<file path="src/rtl/serial_32_8_pkg.sv">
// serial_32_8_pkg: shared state encoding and lane geometry for the 32-to-8 serializer.
package serial_32_8_pkg;
    typedef enum logic {IDLE = 1'b0, SEND = 1'b1} state_t;
    localparam int BYTE_LANES = 4;
    localparam int LANE_W = 8;
endpackage

</file>
<file path="src/rtl/serial_32_8_sel_byte.sv">
// sel_byte_32_8: 4:1 byte mux picking one lane of a 32-bit word.
//   word     - 32-bit source word
//   lane     - lane number, 0 selects [7:0], 3 selects [31:24]
//   lane_byte- selected byte
module sel_byte_32_8
    import serial_32_8_pkg::*;
(
    input  logic [BYTE_LANES*LANE_W-1:0] word,
    input  logic [1:0]                   lane,
    output logic [LANE_W-1:0]            lane_byte
);
    always_comb begin
        lane_byte = lane == 2'd0 ? word[LANE_W-1:0] :
                    lane == 2'd1 ? word[2*LANE_W-1:LANE_W] :
                    lane == 2'd2 ? word[3*LANE_W-1:2*LANE_W] :
                                   word[4*LANE_W-1:3*LANE_W];
    end
endmodule

</file>
<file path="src/rtl/serial_32_8.sv">
// serial_32_8: splits 32-bit words into four bytes with valid/ready on both sides.
//   clk, reset_L           - clock and asynchronous active-low reset
//   data_in/valid_in/ready_in   - upstream word handshake
//   data_out/valid_out/ready_out- downstream byte handshake
//   byte_idx               - send-order position (0..3) of the byte on data_out
//   word_done              - high in the cycle the last byte of a word is accepted
//   MSB_FIRST              - 0 sends [7:0] first, 1 sends [31:24] first
module serial_32_8
    import serial_32_8_pkg::*;
#(
    parameter int MSB_FIRST = 0
) (
    input  logic        clk,
    input  logic        reset_L,
    input  logic [31:0] data_in,
    input  logic        valid_in,
    output logic        ready_in,
    output logic [7:0]  data_out,
    output logic        valid_out,
    input  logic        ready_out,
    output logic [1:0]  byte_idx,
    output logic        word_done
);
    state_t      state, state_nxt;
    logic [31:0] hold, hold_nxt;
    logic [1:0]  idx_nxt, lane;
    logic        word_acc, byte_acc;

    assign lane = (MSB_FIRST != 0) ? 2'd3 - byte_idx : byte_idx;

    sel_byte_32_8 u_sel (
        .word      (hold),
        .lane      (lane),
        .lane_byte (data_out)
    );

    always_ff @(posedge clk or negedge reset_L) begin
        if (!reset_L) begin
            state    <= IDLE;
            hold     <= '0;
            byte_idx <= '0;
        end else begin
            state    <= state_nxt;
            hold     <= hold_nxt;
            byte_idx <= idx_nxt;
        end
    end

    // ready_in combinationally follows ready_out on the last byte so a new word
    // can be loaded on the same edge, giving gap-free back-to-back words.
    always_comb begin
        valid_out = state == SEND;
        ready_in  = state == IDLE || (byte_idx == 2'd3 && ready_out);
        word_acc  = valid_in && ready_in;
        byte_acc  = valid_out && ready_out;
        word_done = byte_acc && byte_idx == 2'd3;
        state_nxt = state;
        hold_nxt  = hold;
        idx_nxt   = byte_idx;
        if (word_acc) begin
            state_nxt = SEND;
            hold_nxt  = data_in;
            idx_nxt   = 2'd0;
        end else if (byte_acc) begin
            idx_nxt   = byte_idx + 2'd1;
            state_nxt = byte_idx == 2'd3 ? IDLE : SEND;
        end
    end
endmodule
</file>
<file path="config.mk">
export PLATFORM = sky130hd
export DESIGN_NAME = serial_32_8
export DESIGN_NICKNAME = d
export VERILOG_FILES = /design/src/rtl/serial_32_8_pkg.sv /design/src/rtl/serial_32_8_sel_byte.sv /design/src/rtl/serial_32_8.sv
export SDC_FILE = /design/constraint.sdc
export NUM_CORES = 1
export LEC_CHECK = 0
export ABC_AREA = 0
export BUFFER_PORTS_ARGS = -buffer_cell sky130_fd_sc_hd__buf_2
export CAP_MARGIN = 20
export CORE_MARGIN = 5
export CORE_UTILIZATION = 45
export CTS_CLUSTER_DIAMETER = 100
export CTS_CLUSTER_SIZE = 10
export DETAILED_ROUTE_END_ITERATION = 6
export PLACE_DENSITY = 0.73
export RECOVER_POWER = 25
export SKIP_CTS_REPAIR_TIMING = 1
export SLEW_MARGIN = 30
export SYNTH_ARGS = -nofsm -noshare
export SYNTH_HDL_FRONTEND = slang
export SYNTH_SLANG_ARGS = --single-unit
</file>
<file path="constraint.sdc">
create_clock -name clk -period 1.6 [get_ports clk]
set_input_delay 0.08 -clock clk [delete_from_list [all_inputs] [get_ports clk]]
set_output_delay 0.08 -clock clk [all_outputs]
set_load 0.01 [all_outputs]
</file>
==> results.sh <==
export IMPL_min_period_ns=1.86
export IMPL_worstHoldEndpoint="hold[23]"
export IMPL_tritoncts="built"
export IMPL_die_x_um=73.6
export IMPL_r2r_end="hold[11]"
export IMPL_final_cell_mix="buf_2, mux2_4, dfrtp_1, nand2_1, mux2i_1"
export IMPL_hp_class="input pin to register"
export IMPL_rsz0062_at_grt="yes"
export IMPL_grt_max_degree=36
export IMPL_initial_utilization_pct=45.8
export IMPL_multi_input_area_um2=902
export IMPL_final_cells=232
export IMPL_htree_levels=2
export IMPL_critical_path_startpoint_type="register"
export IMPL_cts_sinks=35
export IMPL_synth_mux_area_share_pct=35.4
export IMPL_wl_mm=3.91
export IMPL_grt_pass1_wl_mm=6.33
export IMPL_fin_skew_ns=0.00653
export IMPL_antenna_found_initial=0
export IMPL_std_cell_rows=23
export IMPL_synth_compound_area_share_pct=4.40
export IMPL_yosys_area_share_xor_xnor_pct=0
export IMPL_synth_nets=165
export IMPL_criticalPathCategory="register to primary output"
export IMPL_yosys_warnings=0
export IMPL_placed_cells=223
export IMPL_first_pass_iters=4
export IMPL_nets=221
export IMPL_post_synth_top_area_cell="dfrtp_1"
export IMPL_first_iter_violations=52
export IMPL_ys_seq_elements=35
export IMPL_syn_inst=125
export IMPL_die_y_um=73.6
export IMPL_cts_root_buf="clkbuf_8"
export IMPL_hold_viol_final=0
export IMPL_layout_commonest_cell="buf_2"
export IMPL_pin_count=49
export IMPL_drv_cap=0
export IMPL_setup_viol=38
export IMPL_r2r_cells=5
export IMPL_worstMarginPinSlew_ns=0.856
export IMPL_grt_use_total_pct=15.4
export IMPL_max_slew_margin_pct=42.9
export IMPL_synth_distinct_cells=19
export IMPL_drive_above_1_share_pct=60.4
export IMPL_vdd_drop_max_mv=1.15
export IMPL_cts_buffers=5
export IMPL_gp_congestion=0.856
export IMPL_port_buffers=48
export IMPL_vias_per_cell=5.00
export IMPL_num_vias=1160
export IMPL_synth_area_top_cells="dfrtp_1, mux2_4, mux2_2"
export IMPL_yosys_area_share_adder_pct=2.75
export IMPL_dieArea_um2=5410
export IMPL_final_antenna_net_count=0
export IMPL_synthesis_area_um2=1820
export IMPL_hp_start="data_in[23]"
export IMPL_core_area_um2=3970
export IMPL_setup_ws_ns=-0.263
export IMPL_fmax_mhz=537
export IMPL_violations="negative setup slack"
export IMPL_critPathCaptureType="primary output"
export IMPL_dp_hpwl_mm=2.88
export IMPL_path_clk_slew_ns=0.08
export IMPL_arrival_ns=1.78
export IMPL_fin_util_pct=57.6
export IMPL_hold_depth=2
export IMPL_regArea_um2=877
export IMPL_cp_max_fo=8
export IMPL_wire_per_inst_um=16.9
export IMPL_rrSetupSlack_ns=-0.04
export IMPL_nFillCells=322
export IMPL_cp_required_ns=1.52
export IMPL_syn2layout_area_growth_pct=25.7
export IMPL_timing_rr_start="byte_idx[0]"
export IMPL_synth_area_per_cell_um2=14.6
export IMPL_slew_viol_final=0
export IMPL_synth_top_area_share_pct=48.1
export IMPL_grt_pass1_vias=1358
export IMPL_synth_top_family_by_area="multiplexers"
export IMPL_yosys_area_share_simple_pct=4.68
export IMPL_grt_overflow=0
export IMPL_status="finished, violations left"
export IMPL_clk_insertion_delay_late_ns=0.29
export IMPL_power_leakage_nw=1.19
export IMPL_drc=0
export IMPL_antenna_cells=0
export IMPL_finalCritPeriodShare_pct=116
export IMPL_power_density_nw_per_um2=2100
export IMPL_fin_setup_tns_ns=-2.53
export IMPL_seq_area_frac_synth_pct=48.1
export IMPL_clock_path_buffers=2
-- stage by stage --
step | worst slack (ns) | power (mW) | area (um^2) | hold slack [ns]
after global routing | -0.350 | 5.11 | 2290 | 0.00727
after CTS | -0.414 | 4.71 | 2240 | -0.118
after floorplan | 0.0127 | 3.15 | 1820 | -0.216
final | -0.263 | 4.80 | 2290 | 0.0216
after detailed placement | -0.0767 | 3.87 | 2130 | 0.205
after global placement | -0.0155 | 3.78 | 2130 | 0.178
-- flip-flops by register name, indices dropped and copies added, names as in the netlist --
signal	flops
byte_idx	2
hold	32
valid_out	1
-- kinds of logic after synthesis --
kind of cell / Yosys count
DFF: 35
adders and majority gates: 4
and+or+nand+nor: 16
buffers and inverters: 9
AOI/OAI and AO/OA: 13
muxes: 48
-- critical path, stage by stage (launching register included) --
cell and delay [ns]:
dfrtp_1 0.43, inv_2 0.11, ha_4 0.23, mux2_2 0.36, mux2i_1 0.14, o21ai_0 0.09, buf_2 0.15
-- power by group --
group | leakage, nW | internal (mW) | switching, mW
Combinational | 0.716 | 1.42 | 0.961
Clock | 0.0581 | 0.464 | 0.330
Sequential | 0.415 | 1.33 | 0.295
Total | 1.19 | 3.22 | 1.59
-- synthesized netlist by cell type --
library cell	n
a21bo_4	1
o211ai_1	1
ha_1	4
mux2i_1	8
o21ai_0	9
buf_2	2
dfrtp_1	35
mux2_4	30
nand3_1	2
a21oi_1	1
mux2_2	10
inv_1	3
buf_12	3
nand2_8	1
buf_1	1
nand2b_1	1
nand2_1	11
a31oi_1	1
and3_2	1
-- worst max path at each step --
stage                            from          end  slack (ns)  depth (start not counted)
after global placement    byte_idx[0]  data_out[3]       -0.02                          7
final                     byte_idx[0]  data_out[5]       -0.26                          6
after CTS                 byte_idx[0]  data_out[2]       -0.41                          7
after global routing      byte_idx[0]  data_out[2]       -0.35                          6
after floorplan           byte_idx[0]      hold[0]        0.01                          5
after detailed placement  byte_idx[0]  data_out[2]       -0.08                          7
-- area by class of cell --
class | instances | share of cell area, %
tap | 50 | 2.74
sequential | 35 | 38.4
timing repair buffer | 55 | 14.0
multi-input combinational | 81 | 39.5
clock buffer | 5 | 3.01
clock inverter | 3 | 1.92
inverter | 3 | 0.493
-- routing by layer --
metal  wire length (um)  GRT usage, %
met1               1620          18.3
met5                  0             0
met2               2010          26.6
met4                 28          3.62
met3                258          5.34
Power figures use the tool's default switching activity.
